### src/rtl/noc_output_arbiter.sv
// Round-robin, packet-locking output arbiter for one router output link.
// Pops one input circular buffer per cycle, holds a grant from HEAD to TAIL
// and forwards every popped flit through a single output register. The
// downstream on/off signal gates every pop.

package params;
    localparam int FLIT_W  = 34;
    localparam int LABEL_W = 2;

    typedef enum logic [1:0] {
        HEAD     = 2'd0,
        BODY     = 2'd1,
        TAIL     = 2'd2,
        HEADTAIL = 2'd3
    } flit_label_t;

    // The flit_label field sits in the top bits of flit_Data_noVC.
    function automatic flit_label_t flit_label(input logic [FLIT_W-1:0] flit);
        return flit_label_t'(flit[FLIT_W-1 -: LABEL_W]);
    endfunction
endpackage

module noc_output_arbiter #(
    parameter int N_INPUTS = 5,
    parameter int PTR_W    = $clog2(N_INPUTS)
) (
    input  logic                                   clk,
    input  logic                                   rst,
    input  logic [N_INPUTS-1:0]                    buf_empty_i,
    input  logic [N_INPUTS-1:0][params::FLIT_W-1:0] buf_data_i,
    output logic [N_INPUTS-1:0]                    buf_read_o,
    input  logic                                   on_off_i,
    output logic [params::FLIT_W-1:0]              flit_o,
    output logic                                   flit_valid_o,
    output logic [PTR_W-1:0]                       owner_o,
    output logic                                   locked_o,
    output logic                                   err_o
);
    import params::*;

    typedef enum logic [0:0] {
        ST_IDLE   = 1'b0,
        ST_LOCKED = 1'b1
    } state_t;

    state_t             state_r;
    state_t             next_state_s;
    logic [PTR_W-1:0]   rr_ptr_r;
    logic [PTR_W-1:0]   next_rr_s;
    logic [PTR_W-1:0]   owner_r;
    logic [PTR_W-1:0]   next_owner_s;

    logic               cand_found_s;
    logic [PTR_W-1:0]   cand_idx_s;
    logic [PTR_W-1:0]   scan_idx_s;

    logic [PTR_W-1:0]   sel_idx_s;
    logic [FLIT_W-1:0]  sel_flit_s;
    flit_label_t        sel_label_s;

    logic               pop_s;
    logic               orphan_s;
    logic [N_INPUTS-1:0] read_s;

    // Index increment that wraps at N_INPUTS, so a non-power-of-two input
    // count never produces an out-of-range index.
    function automatic logic [PTR_W-1:0] inc_mod(input logic [PTR_W-1:0] v);
        logic [PTR_W-1:0] r;
        if (v == PTR_W'(N_INPUTS - 1)) begin
            r = '0;
        end else begin
            r = v + PTR_W'(1);
        end
        return r;
    endfunction

    // Cyclic search for the first non-empty buffer starting at rr_ptr.
    always_comb begin
        cand_found_s = 1'b0;
        cand_idx_s   = '0;
        scan_idx_s   = rr_ptr_r;
        for (int k = 0; k < N_INPUTS; k++) begin
            if (!cand_found_s && !buf_empty_i[scan_idx_s]) begin
                cand_found_s = 1'b1;
                cand_idx_s   = scan_idx_s;
            end else begin
                cand_found_s = cand_found_s;
            end
            scan_idx_s = inc_mod(scan_idx_s);
        end
    end

    // The served input is the lock owner in LOCKED, the candidate in IDLE.
    always_comb begin
        if (state_r == ST_LOCKED) begin
            sel_idx_s = owner_r;
        end else begin
            sel_idx_s = cand_idx_s;
        end
        sel_flit_s  = buf_data_i[sel_idx_s];
        sel_label_s = flit_label(sel_flit_s);
    end

    // Next-state, pointer/owner update and pop decision.
    always_comb begin
        next_state_s = state_r;
        next_rr_s    = rr_ptr_r;
        next_owner_s = owner_r;
        pop_s        = 1'b0;
        orphan_s     = 1'b0;
        case (state_r)
            ST_IDLE: begin
                if (on_off_i && cand_found_s) begin
                    pop_s = 1'b1;
                    case (sel_label_s)
                        HEAD: begin
                            next_state_s = ST_LOCKED;
                            next_owner_s = cand_idx_s;
                        end
                        HEADTAIL: begin
                            next_rr_s = inc_mod(cand_idx_s);
                        end
                        BODY, TAIL: begin
                            next_rr_s = inc_mod(cand_idx_s);
                            orphan_s  = 1'b1;
                        end
                        default: begin
                            next_rr_s = inc_mod(cand_idx_s);
                        end
                    endcase
                end else begin
                    pop_s = 1'b0;
                end
            end
            ST_LOCKED: begin
                // A stalled owner is a bubble: no other input is ever served.
                if (on_off_i && !buf_empty_i[owner_r]) begin
                    pop_s = 1'b1;
                    case (sel_label_s)
                        TAIL, HEADTAIL: begin
                            next_state_s = ST_IDLE;
                            next_rr_s    = inc_mod(owner_r);
                        end
                        HEAD, BODY: begin
                            next_state_s = ST_LOCKED;
                        end
                        default: begin
                            next_state_s = ST_LOCKED;
                        end
                    endcase
                end else begin
                    pop_s = 1'b0;
                end
            end
            default: begin
                next_state_s = ST_IDLE;
            end
        endcase
    end

    // One-hot pop strobe, suppressed outright while reset is asserted.
    always_comb begin
        read_s = '0;
        if (pop_s && !rst) begin
            read_s[sel_idx_s] = 1'b1;
        end else begin
            read_s = '0;
        end
    end

    assign buf_read_o = read_s;
    assign owner_o    = owner_r;

    // Arbiter state plus the registered output link.
    always_ff @(posedge clk) begin
        if (rst) begin
            state_r      <= ST_IDLE;
            rr_ptr_r     <= '0;
            owner_r      <= '0;
            flit_o       <= '0;
            flit_valid_o <= 1'b0;
            locked_o     <= 1'b0;
            err_o        <= 1'b0;
        end else begin
            state_r      <= next_state_s;
            rr_ptr_r     <= next_rr_s;
            owner_r      <= next_owner_s;
            flit_valid_o <= pop_s;
            locked_o     <= (next_state_s == ST_LOCKED);
            err_o        <= orphan_s;
            if (pop_s) begin
                flit_o <= sel_flit_s;
            end
        end
    end

endmodule

### config.mk
export PLATFORM = sky130hd
export DESIGN_NAME = noc_output_arbiter
export DESIGN_NICKNAME = d
export VERILOG_FILES = /design/src/rtl/noc_output_arbiter.sv
export SDC_FILE = /design/constraint.sdc
export NUM_CORES = 1
export LEC_CHECK = 0
export BUFFER_PORTS_ARGS = -buffer_cell sky130_fd_sc_hd__buf_4
export CELL_PAD_IN_SITES_DETAIL_PLACEMENT = 0
export CELL_PAD_IN_SITES_GLOBAL_PLACEMENT = 1
export CORE_MARGIN = 4
export CORE_UTILIZATION = 34
export CTS_CLUSTER_DIAMETER = 120
export DETAILED_ROUTE_END_ITERATION = 10
export PLACE_DENSITY = 0.89
export RECOVER_POWER = 50
export SYNTH_ARGS = -nofsm -noshare
export SYNTH_HDL_FRONTEND = slang
export SYNTH_SLANG_ARGS = --single-unit
### constraint.sdc
create_clock -name clk -period 10.3 [get_ports clk]
set_clock_uncertainty 0.1 [all_clocks]
set_input_delay 1.545 -clock clk [delete_from_list [all_inputs] [get_ports clk]]
set_output_delay 1.545 -clock clk [all_outputs]
set_load 0.03 [all_outputs]
[Word level (Yosys, flattened, before mapping)]
Cells that the tools add are included.
Word-level totals
  register bits after elaboration: 43
  input port bits: 178
  word-level logic and storage cells: 108
Operators by class
  add/subtract/negate cells: 6
  order comparisons: 8
  eq/ne operators: 13
  muxes and demuxes: 48
  bitwise operators: 2
  reductions and logical operators: 25
Operator list (number)
  34-bit binary-select mux with 3-bit select: 1
  3-bit 2-to-1 mux: 16
  34-bit 2-to-1 mux: 1
  3-bit by 4-bit less-than comparator with 1-bit output, second input constant: 7
  3-bit by 1-bit adder with 3-bit output, second input constant: 6
  1-bit binary-select mux with 3-bit select: 6
  3-bit equality test, second input constant: 6
  1-bit 2-to-1 mux: 18
  1-bit logical NOT: 9
  1-bit logical AND: 8
  1-bit case mux with 2 select lines: 3
  3-bit case mux with 2 select lines: 1
  2-bit OR reduction: 3
  3-bit OR reduction: 2
  5-bit 2-to-1 mux: 1
  2-bit equality test, second input constant: 2
  2-bit by 1-bit != test with 1-bit output, second input constant: 2
  2-bit != test, second input constant: 2
  4-bit AND reduction: 1
  1-bit demux with 3-bit select: 1
  3-bit by 1-bit >= comparator with 1-bit output, second input constant: 1
  3-bit AND reduction: 1
  2-bit by 1-bit equality test with 1-bit output, second input constant: 1
  2-bit logical NOT: 1
  1-bit NOT: 2

[Longest topological paths before layout]
Gate-level depths: netlist (run 1).
  word-level depth: 24
  gate-level depth with buffers: 28
  gate-level depth less buffers: 26

[Least setup slack after synthesis (run 1)]
Ideal clock, no wire load.
  path type: register -> output
  from: reg rr_ptr_r[0]
  to: out buf_read_o[1]
  data arrival time: 4.765 ns
  setup slack: 3.890 ns
  stages on the path, launching flop included: 21
  cell sequence: dfxtp_1 > clkbuf_1 > inv_1 > ha_1 > a21oi_1 > inv_1 > ha_1 > o21ai_1 > a22o_1 > inv_1 > ha_1 > nor4_2 > nor2_1 > a211o_2 > mux2i_4 > a21oi_1 > nor4_1 > or2_1 > buf_2 > buf_2 > nor2b_1
On the way
  longest elaborated chain between the ends: 22
  elaborated cells on any way between the ends: 54
  classes of those cells: add/sub (4); order compare (2); eq/ne (4); mux (30); reduce/logical (14)
RTL lines
  start: declaration: line 48  | logic [PTR_W-1:0] rr_ptr_r;
  start signal: assignment: line 186  | rr_ptr_r <= next_rr_s;
  branches (longest 21 deep; another with 3-bit by 1-bit adder with 3-bit output)
  5-bit 2-to-1 mux (*): line 164  | if (pop_s && !rst) begin
  end: declaration: line 31  | output logic [N_INPUTS-1:0] buf_read_o,
Every way passes the cells marked *. The select of a mux whose other input is x is not followed.

[Worst setup path after layout (run 1)]
  from: reg rr_ptr_r[0]
  to: out buf_read_o[3]
The elaborated chain is that of the path after synthesis.

==> report_table.html, run 1 <==
<table>
<tr><th>Metric</th><th>Value</th></tr>
<tr><th colspan="2">Critical path</th></tr>
<tr><td>Critical path required time</td><td>8.66 ns</td></tr>
<tr><td>Data arrival time of the worst path</td><td>7.07 ns</td></tr>
<tr><td>Highest cell delay on the worst timing path</td><td>1.42 ns</td></tr>
<tr><td>Element type at the critical path start</td><td>flip-flop</td></tr>
<tr><td>Max Fanout on Critical Path</td><td>69</td></tr>
<tr><td>List of cells traversed by the critical path</td><td>inv_1 &gt; ha_1 &gt; a21oi_1 &gt; inv_1 &gt; ha_1 &gt; o21ai_1 &gt; a22o_1 &gt; inv_1 &gt; ha_1 &gt; a31oi_1 &gt; mux2_1 &gt; a21oi_1 &gt; nor2_1 &gt; a31oi_1 &gt; a21o_1 &gt; nor2b_1 &gt; nand2b_1 &gt; nor2b_1 &gt; buf_4</td></tr>
<tr><td>Critical path's slowest cell</td><td>sky130_fd_sc_hd__a21o_1</td></tr>
<tr><td>Start-to-end type of the worst setup path</td><td>flip-flop to output port</td></tr>
<tr><td>Setup crit end kind</td><td>output port</td></tr>
<tr><th colspan="2">Layout</th></tr>
<tr><td>Share of cells above drive strength 1</td><td>0.3144</td></tr>
<tr><td>Final core utilization</td><td>0.4996</td></tr>
<tr><td>Net count, final</td><td>880</td></tr>
<tr><td>Number of antenna cells inserted</td><td>0</td></tr>
<tr><td>Area added between synthesis and finish</td><td>41.42%</td></tr>
<tr><th colspan="2">Routing</th></tr>
<tr><td>Antenna violation net count after detailed routing</td><td>0</td></tr>
<tr><td>Via/cell ratio</td><td>5.560</td></tr>
<tr><td>Remaining design rule violation count</td><td>0</td></tr>
<tr><td>Router iterations before antenna repair</td><td>5</td></tr>
<tr><td>Via total after detailed routing</td><td>4615</td></tr>
<tr><td>Number of DRC markers in iteration 0</td><td>229</td></tr>
<tr><td>Final routed wirelength across all metal layers</td><td>15560 µm</td></tr>
<tr><td>Detail-routed net length per standard cell</td><td>18.75 µm</td></tr>
<tr><th colspan="2">Yosys</th></tr>
<tr><td>Post-synthesis mux area share</td><td>0.2475</td></tr>
<tr><td>Dominant combinational cell family by area after synthesis</td><td>compound AO/OA/AOI/OAI gates</td></tr>
<tr><td>Sequential cell area fraction in the yosys report</td><td>0.2089</td></tr>
<tr><td>Primary FF master, synth</td><td>sky130_fd_sc_hd__dfxtp_1</td></tr>
<tr><td>Adder and majority gate portion of the synthesized area</td><td>0.04859</td></tr>
<tr><td>Simple-gate portion of the synthesized area</td><td>0.1688</td></tr>
<tr><td>Post-synth EDFFs</td><td>0</td></tr>
<tr><td>Netlist area before placement</td><td>4120 µm²</td></tr>
<tr><td>Synthesized netlist net count</td><td>686</td></tr>
<tr><td>Post-Synth XOR/XNOR Area</td><td>0</td></tr>
<tr><td>Synth Instances</td><td>492</td></tr>
<tr><td>Mapped Avg Cell Area</td><td>8.374 µm²</td></tr>
<tr><td>Post-synth ARST share</td><td>0</td></tr>
<tr><td>Post-synth cell types</td><td>64</td></tr>
<tr><td>Synthesized flop and latch total</td><td>43</td></tr>
<tr><td>Number of warnings reported in the yosys synthesis log</td><td>0</td></tr>
<tr><td>Complex-gate fraction of the synthesized area</td><td>0.2736</td></tr>
<tr><th colspan="2">Floorplan</th></tr>
<tr><td>Area of the core</td><td>11660 µm²</td></tr>
<tr><td>Vert. Die Dim</td><td>118.1 µm</td></tr>
<tr><td>Number of cell rows</td><td>39</td></tr>
<tr><td>Floorplan die area</td><td>13940 µm²</td></tr>
<tr><td>Die width</td><td>118.1 µm</td></tr>
<tr><td>IO Pins</td><td>223</td></tr>
<tr><td>Initial cell density of the core</td><td>0.3533</td></tr>
<tr><th colspan="2">Clocking</th></tr>
<tr><td>Clock tree from TritonCTS</td><td>yes</td></tr>
<tr><td>Post CTS Setup Buffer Count</td><td>0</td></tr>
<tr><td>Clock slew at reported path FFs</td><td>0.06 ns</td></tr>
<tr><td>TritonCTS Sinks</td><td>43</td></tr>
<tr><td>H-tree Lvls</td><td>2</td></tr>
<tr><td>Clock buffer count from CTS</td><td>5</td></tr>
<tr><td>Cell at the root of the clock tree</td><td>sky130_fd_sc_hd__clkbuf_16</td></tr>
<tr><td>Quantity of hold-fixing buffers added after cts</td><td>0</td></tr>
<tr><td>Clk_lat worst skew</td><td>0.28 ns</td></tr>
<tr><td>Clock Path Buffers</td><td>2</td></tr>
<tr><td>CTS resizes</td><td>0</td></tr>
<tr><th colspan="2">Global routing</th></tr>
<tr><td>Number of antenna violations at the first check in global routing</td><td>0</td></tr>
<tr><td>Total overflow reported by the global router</td><td>0</td></tr>
<tr><td>First-pass GRT wire length</td><td>23940 µm</td></tr>
<tr><td>GRT Resource Usage Total</td><td>0.2092</td></tr>
<tr><td>Vias in the first global route</td><td>4587</td></tr>
<tr><td>Pin count of the biggest net entering global routing</td><td>73</td></tr>
<tr><th colspan="2">STA</th></tr>
<tr><td>Highest Clock Rate</td><td>114.7 MHz</td></tr>
<tr><td>Period utilisation layout</td><td>0.8465</td></tr>
<tr><td>Pins over their slew limit</td><td>70</td></tr>
<tr><td>Worst Setup Slack, final</td><td>1.581 ns</td></tr>
<tr><td>Relative slew margins</td><td>-0.2849</td></tr>
<tr><td>Final period demand of the worst path</td><td>8.719 ns</td></tr>
<tr><td>Hold violation total from the final report</td><td>0</td></tr>
<tr><td>Number of setup violations in the final report</td><td>0</td></tr>
<tr><td>RSZ-0062 raised after global routing</td><td>false</td></tr>
<tr><td>Slew at the pin with the worst max-slew slack</td><td>1.927 ns</td></tr>
<tr><td>Setup TNS Final</td><td>0 ns</td></tr>
<tr><th colspan="2">Place</th></tr>
<tr><td>Count of buffers from port buffering</td><td>222</td></tr>
<tr><td>Final weighted congestion in routability-driven placement</td><td>0.8952</td></tr>
<tr><td>Detailed placement HPWL</td><td>12660 µm</td></tr>
<tr><td>Post-placement setup slack</td><td>2.802 ns</td></tr>
<tr><th colspan="2">Flow run</th></tr>
<tr><td>Max-capacitance violation count</td><td>1</td></tr>
<tr><th colspan="2">Pwr</th></tr>
<tr><td>Reported leakage power</td><td>2.461 nW</td></tr>
<tr><td>Power density cells</td><td>437.7 nW/µm²</td></tr>
<tr><td>Peak supply drop</td><td>0.2660 mV</td></tr>
<tr><th colspan="2">Outcome</th></tr>
<tr><td>Run status</td><td>complete, but fails checks</td></tr>
<tr><td>Violations in the final reports</td><td>capacitance limit, slew limit</td></tr>
<tr><th colspan="2">Worst hold path</th></tr>
<tr><td>Worst min path class</td><td>flip-flop to flip-flop</td></tr>
</table>
[worst max-delay path, delay by kind of cell, from the launching register on]
family | cells | cell delay, ns
multiplexers | 1 | 0.36
buffers and inverters | 4 | 0.59
flip-flops | 1 | 0.68
AO/OA/AOI/OAI | 7 | 3.42
adder cells (fa/ha/maj) | 3 | 0.82
AND/OR/NAND/NOR | 4 | 0.89
[power breakdown]
| group | switching [mW] | leakage, nW | total (mW) | internal, mW |
|---|---|---|---|---|
| Sequential | 0.0669 | 0.356 | 0.316 | 0.249 |
| Combinational | 1.25 | 2.04 | 2.08 | 0.827 |
| Clock | 0.0654 | 0.0669 | 0.155 | 0.0895 |
[flip-flops by register name (all words and copies together), names as in the netlist]
register and count:
owner_o 3, rr_ptr_r 3, state_r 1, err_o 1, flit_o 34, flit_valid_o 1
[metrics by stage]
step	instances	power, mW	instance area, µm²	hold WS (ns)
floorplan	492	1.947	4120	0.5181
global placement	822	2.435	5841	0.3874
detailed placement	822	2.466	5841	0.3909
CTS	830	2.632	5982	0.3999
global route	830	2.773	5827	0.4179
finish	830	2.550	5827	0.3941
[Yosys cell counts (all sizes together) (2+ instances only)]
cell	number	area, µm²
mux2	71	799.5
nand2	50	187.7
nor2	49	183.9
dfxtp	43	860.8
a22oi	33	247.7
a311oi	32	280.3
clkbuf	23	86.33
ha	16	200.2
o21ai	16	83.83
buf	15	73.82
inv	15	56.30
mux2i	15	175.2
a21oi	12	63.81
nor2b	11	68.82
a211o	7	62.56
a31oi	6	37.54
nor3	6	30.03
a211oi	5	42.54
a221oi	5	61.31
and3	5	31.28
a21boi	4	30.03
nand3	4	20.02
o211ai	4	30.03
nand2b	3	18.77
nor3b	3	22.52
nor4	3	25.02
nor4b	3	32.53
o22ai	3	18.77
or3	3	18.77
a21o	2	15.01
a221o	2	20.02
a31o	2	17.52
mux4	2	45.04
or2	2	12.51
or4	2	18.77
[final timing paths]
check,startpoint,slack [ns],end,depth (start not counted)
setup reg to reg,rr_ptr_r[0]$_SDFFE_PP0P_,2.75,rr_ptr_r[0]$_SDFFE_PP0P_,27
setup / recovery,rr_ptr_r[0]$_SDFFE_PP0P_,1.58,buf_read_o[3],19
hold / removal,flit_o[0]$_SDFFE_PP0N_,0.39,flit_o[0]$_SDFFE_PP0N_,2
hold reg to reg,flit_o[0]$_SDFFE_PP0N_,0.39,flit_o[0]$_SDFFE_PP0N_,2
[cells in the final DEF, fill, tap and decap left out, types with 5 or more instances in the layout]
master                      count
sky130_fd_sc_hd__mux2_2         8
sky130_fd_sc_hd__a22oi_1       33
sky130_fd_sc_hd__o21ai_0        9
sky130_fd_sc_hd__clkbuf_16      5
sky130_fd_sc_hd__a211o_1        6
sky130_fd_sc_hd__o21ai_1        5
sky130_fd_sc_hd__a21oi_1       12
sky130_fd_sc_hd__mux2i_1       13
sky130_fd_sc_hd__nor2_1        49
sky130_fd_sc_hd__mux2_1        63
sky130_fd_sc_hd__a31oi_1        6
sky130_fd_sc_hd__nand2_1       50
sky130_fd_sc_hd__nor2b_1       11
sky130_fd_sc_hd__a311oi_1      32
sky130_fd_sc_hd__and3_1         5
sky130_fd_sc_hd__buf_4        185
sky130_fd_sc_hd__inv_1         14
sky130_fd_sc_hd__clkbuf_1      41
sky130_fd_sc_hd__ha_1          16
sky130_fd_sc_hd__dfxtp_1       43
sky130_fd_sc_hd__nor3_1         6
[layout make-up]
cell class	instances	area (µm²)
sequential	43	860.8
fill	1141	5836
clock buffer	6	128.9
tap	143	178.9
inverter	15	56.30
clock inverter	2	12.51
multi-input combinational	396	3050
timing repair buffer	225	1539
[metal layers]
layer / vias up / wire [µm] / track usage
li1: 2265 / - / -
met1: 2156 / 6189 / 0.2416
met2: 179 / 8256 / 0.3923
met3: 15 / 939 / 0.04709
met4: 0 / 178 / 0.04103
met5: - / 0 / 0
[logic make-up (layout without fill, tap and decap cells)]
| kind of cell | Yosys count | count (layout) |
|---|---|---|
| multiplexers | 88 | 88 |
| adder cells (fa/ha/maj) | 16 | 16 |
| AO/OA/AOI/OAI | 145 | 145 |
| buffers and inverters | 53 | 248 |
| flip-flops | 43 | 43 |
| AND/OR/NAND/NOR | 147 | 147 |
(Power assumes the default switching activity.)
==> run 2, diff against run 1 <==
--- a/config.mk
+++ b/config.mk
@@ -9,10 +9,10 @@
 export CELL_PAD_IN_SITES_DETAIL_PLACEMENT = 0
 export CELL_PAD_IN_SITES_GLOBAL_PLACEMENT = 1
 export CORE_MARGIN = 4
-export CORE_UTILIZATION = 34
+export CORE_UTILIZATION = 29
 export CTS_CLUSTER_DIAMETER = 120
 export DETAILED_ROUTE_END_ITERATION = 10
-export PLACE_DENSITY = 0.89
+export PLACE_DENSITY = 0.81
 export RECOVER_POWER = 50
 export SYNTH_ARGS = -nofsm -noshare
 export SYNTH_HDL_FRONTEND = slang
==> constraint.sdc (replaced) <==
create_clock -name clk -period 7.6 [get_ports clk]
set_clock_uncertainty 0.1 [all_clocks]
set_input_delay 1.14 -clock clk [delete_from_list [all_inputs] [get_ports clk]]
set_output_delay 1.14 -clock clk [all_outputs]
set_load 0.03 [all_outputs]
==> report_table.html, run 2 (synthesis gave the netlist of run 1 again) <==
<table>
<tr><th>Metric</th><th>Value</th></tr>
<tr><th colspan="2">Floorplan</th></tr>
<tr><td>Vert. Die Dim</td><td>127.2 µm (+7.7%)</td></tr>
<tr><td>IO Pins</td><td>223 (unchanged)</td></tr>
<tr><td>Initial cell density of the core</td><td>0.2968 (-0.05646)</td></tr>
<tr><td>Floorplan die area</td><td>16180 µm² (+16%)</td></tr>
<tr><td>Area of the core</td><td>13880 µm² (+19%)</td></tr>
<tr><td>Number of cell rows</td><td>43 (+10%)</td></tr>
<tr><td>Die width</td><td>127.2 µm (+7.7%)</td></tr>
<tr><th colspan="2">Routing</th></tr>
<tr><td>Remaining design rule violation count</td><td>0 (unchanged)</td></tr>
<tr><td>Via total after detailed routing</td><td>4654 (+0.85%)</td></tr>
<tr><td>Via/cell ratio</td><td>5.337 (-4.0%)</td></tr>
<tr><td>Antenna violation net count after detailed routing</td><td>0 (unchanged)</td></tr>
<tr><td>Final routed wirelength across all metal layers</td><td>15490 µm (-0.50%)</td></tr>
<tr><td>Router iterations before antenna repair</td><td>5 (unchanged)</td></tr>
<tr><td>Number of DRC markers in iteration 0</td><td>291 (+27%)</td></tr>
<tr><td>Detail-routed net length per standard cell</td><td>17.76 µm (-5.3%)</td></tr>
<tr><th colspan="2">Critical path</th></tr>
<tr><td>Element type at the critical path start</td><td>flip-flop</td></tr>
<tr><td>Data arrival time of the worst path</td><td>6.90 ns (-0.17 ns)</td></tr>
<tr><td>Max Fanout on Critical Path</td><td>32 (-54%)</td></tr>
<tr><td>Start-to-end type of the worst setup path</td><td>flip-flop to flip-flop</td></tr>
<tr><td>Reg-to-reg setup timing slack</td><td>0.80 ns (-1.95 ns)</td></tr>
<tr><td>Critical path required time</td><td>7.70 ns (-0.96 ns)</td></tr>
<tr><td>Setup crit end kind</td><td>flip-flop</td></tr>
<tr><td>Worst R2R Path Depth</td><td>27 (unchanged)</td></tr>
<tr><th colspan="2">Clocking</th></tr>
<tr><td>Clk_lat worst skew</td><td>0.29 ns (about the same)</td></tr>
<tr><td>CTS resizes</td><td>0 (unchanged)</td></tr>
<tr><td>Clock tree from TritonCTS</td><td>yes</td></tr>
<tr><td>H-tree Lvls</td><td>2 (unchanged)</td></tr>
<tr><td>Clock buffer count from CTS</td><td>5 (unchanged)</td></tr>
<tr><td>Cell at the root of the clock tree</td><td>sky130_fd_sc_hd__clkbuf_16</td></tr>
<tr><td>TritonCTS Sinks</td><td>43 (unchanged)</td></tr>
<tr><td>Clock slew at reported path FFs</td><td>0.06 ns (about the same)</td></tr>
<tr><td>Clock Path Buffers</td><td>2 (unchanged)</td></tr>
<tr><th colspan="2">Worst hold path</th></tr>
<tr><td>Worst min path class</td><td>flip-flop to flip-flop</td></tr>
<tr><td>Depth of the worst hold-timing path</td><td>2 (unchanged)</td></tr>
<tr><th colspan="2">Layout</th></tr>
<tr><td>Filler-free cell count of the finished design</td><td>872 (+5.1%)</td></tr>
<tr><td>Largest register by flop count</td><td>flit_o</td></tr>
<tr><td>Final core utilization</td><td>0.4293 (-0.07029)</td></tr>
<tr><td>Area added between synthesis and finish</td><td>44.64%</td></tr>
<tr><td>Commonest non-fill, non-tap cell in the layout</td><td>sky130_fd_sc_hd__buf_4</td></tr>
<tr><td>Commonest cells after routing, fill and taps aside</td><td>sky130_fd_sc_hd__buf_4, sky130_fd_sc_hd__mux2_1, sky130_fd_sc_hd__nand2_1, sky130_fd_sc_hd__nor2_1, sky130_fd_sc_hd__dfxtp_1</td></tr>
<tr><td>Flip-flop count of the largest register, all copies and words added</td><td>34 (unchanged)</td></tr>
<tr><td>Share of cells above drive strength 1</td><td>0.3237 (+0.009289)</td></tr>
<tr><td>Net count, final</td><td>885 (+0.57%)</td></tr>
<tr><td>Number of antenna cells inserted</td><td>0 (unchanged)</td></tr>
<tr><th colspan="2">STA</th></tr>
<tr><td>Number of setup violations in the final report</td><td>0 (unchanged)</td></tr>
<tr><td>Hold violation total from the final report</td><td>0 (unchanged)</td></tr>
<tr><td>Highest Clock Rate</td><td>147.0 MHz</td></tr>
<tr><td>Relative slew margins</td><td>0.4690 (+0.7539)</td></tr>
<tr><td>Setup TNS Final</td><td>0 ns (unchanged)</td></tr>
<tr><td>Period utilisation layout</td><td>0.8950</td></tr>
<tr><td>RSZ-0062 raised after global routing</td><td>false</td></tr>
<tr><td>Final period demand of the worst path</td><td>6.802 ns</td></tr>
<tr><td>Slew at the pin with the worst max-slew slack</td><td>0.7904 ns (-1.137 ns)</td></tr>
<tr><td>Pins over their slew limit</td><td>0 (-100%)</td></tr>
<tr><th colspan="2">Place</th></tr>
<tr><td>Detailed placement HPWL</td><td>12610 µm (-0.40%)</td></tr>
<tr><td>Cell total after placement</td><td>862 (+4.9%)</td></tr>
<tr><td>Count of buffers from port buffering</td><td>222 (unchanged)</td></tr>
<tr><td>Final weighted congestion in routability-driven placement</td><td>0.8321 (-7.0%)</td></tr>
<tr><th colspan="2">Pwr</th></tr>
<tr><td>Power density cells</td><td>600.8 nW/µm² (+37%)</td></tr>
<tr><td>Reported leakage power</td><td>2.505 nW (+1.8%)</td></tr>
<tr><td>Peak supply drop</td><td>0.4092 mV (+54%)</td></tr>
<tr><th colspan="2">Global routing</th></tr>
<tr><td>Pin count of the biggest net entering global routing</td><td>69 (-5.5%)</td></tr>
<tr><td>GRT Resource Usage Total</td><td>0.1818 (-0.02735)</td></tr>
<tr><td>Vias in the first global route</td><td>4541 (-1.0%)</td></tr>
<tr><td>Number of antenna violations at the first check in global routing</td><td>0 (unchanged)</td></tr>
<tr><td>Total overflow reported by the global router</td><td>0 (unchanged)</td></tr>
<tr><td>First-pass GRT wire length</td><td>23750 µm (-0.81%)</td></tr>
<tr><th colspan="2">Flow run</th></tr>
<tr><td>Max-capacitance violation count</td><td>0 (-1)</td></tr>
<tr><th colspan="2">Outcome</th></tr>
<tr><td>Run status</td><td>completed</td></tr>
</table>
## run 2: worst paths after layout
check / start / end
worst max-delay path: rr_ptr_r[0]$_SDFFE_PP0P_ / rr_ptr_r[0]$_SDFFE_PP0P_
worst min-delay path: flit_o[23]$_SDFFE_PP0N_ / flit_o[23]$_SDFFE_PP0N_
worst max register to register: rr_ptr_r[0]$_SDFFE_PP0P_ / rr_ptr_r[0]$_SDFFE_PP0P_
worst min register to register: flit_o[23]$_SDFFE_PP0N_ / flit_o[23]$_SDFFE_PP0N_
## run 2: routing by layer
| layer | share of wire | routed length, µm | GRT usage | vias to the layer above |
|---|---|---|---|---|
| met5 | 0 | 0 | 0 | - |
| met4 | 0.032 | 495 | 0.06940 | 0 |
| met3 | 0.067 | 1038 | 0.03888 | 27 |
| met2 | 0.52 | 8022 | 0.3222 | 183 |
| met1 | 0.38 | 5928 | 0.2144 | 2166 |
| li1 | - | - | - | 2278 |
## run 2: area by class of cell
class                           count  area [µm²]
Fill cell                        1438        7921
Inverter                           15       56.30
Timing Repair Buffer              230        1577
Tap cell                          180       225.2
Sequential cell                    43       860.8
Multi-Input combinational cell    396        3048
Clock inverter                      3       67.56
Clock buffer                        5       125.1
## run 2: per-stage QoR
stage	power [mW]	cell area (µm²)	worst slack, ns	hold slack [ns]
after floorplan	2.639	4120	1.595	0.5181
after global placement	3.295	5902	0.9615	0.3873
after detailed placement	3.357	5902	0.6013	0.3914
after CTS	3.653	6095	0.5921	0.4004
after global routing	3.887	5959	0.02526	0.4114
final	3.581	5959	0.7981	0.3934
## run 2: repair_timing
item / 4_1_cts / 5_1_grt
setup endpoints to repair: 0 / 3
buffers inserted: 0 / 2
hold buffers: 0 / 0
## run 2: report_power, final
part           internal [mW]  switching (mW)  total (mW)
Sequential             0.338          0.0954       0.433
Clock                  0.188          0.0946       0.283
Combinational           1.16            1.70        2.86
## run 2: worst max-delay path: stages (launching register included)
cell and delay, ns:
sky130_fd_sc_hd__dfxtp_1 0.65, sky130_fd_sc_hd__inv_1 0.23, sky130_fd_sc_hd__ha_1 0.31, sky130_fd_sc_hd__a21oi_1 0.33, sky130_fd_sc_hd__inv_1 0.08, sky130_fd_sc_hd__ha_1 0.23
sky130_fd_sc_hd__o21ai_1 0.19, sky130_fd_sc_hd__a22o_1 0.26, sky130_fd_sc_hd__inv_1 0.12, sky130_fd_sc_hd__ha_1 0.41, sky130_fd_sc_hd__nor2b_1 0.08, sky130_fd_sc_hd__a221oi_1 0.47
sky130_fd_sc_hd__nor2_1 0.10, sky130_fd_sc_hd__o22ai_1 0.14, sky130_fd_sc_hd__nand2_1 0.13, sky130_fd_sc_hd__mux2i_4 0.25, sky130_fd_sc_hd__a21oi_1 0.14, sky130_fd_sc_hd__nor4_1 0.34
sky130_fd_sc_hd__or2_1 0.25, sky130_fd_sc_hd__buf_4 0.37, sky130_fd_sc_hd__a22oi_1 0.19, sky130_fd_sc_hd__mux2_2 0.35, sky130_fd_sc_hd__ha_1 0.20, sky130_fd_sc_hd__o21ai_0 0.15
sky130_fd_sc_hd__o21ai_0 0.10, sky130_fd_sc_hd__nand2_1 0.18, sky130_fd_sc_hd__a21oi_1 0.06, sky130_fd_sc_hd__a221oi_1 0.27
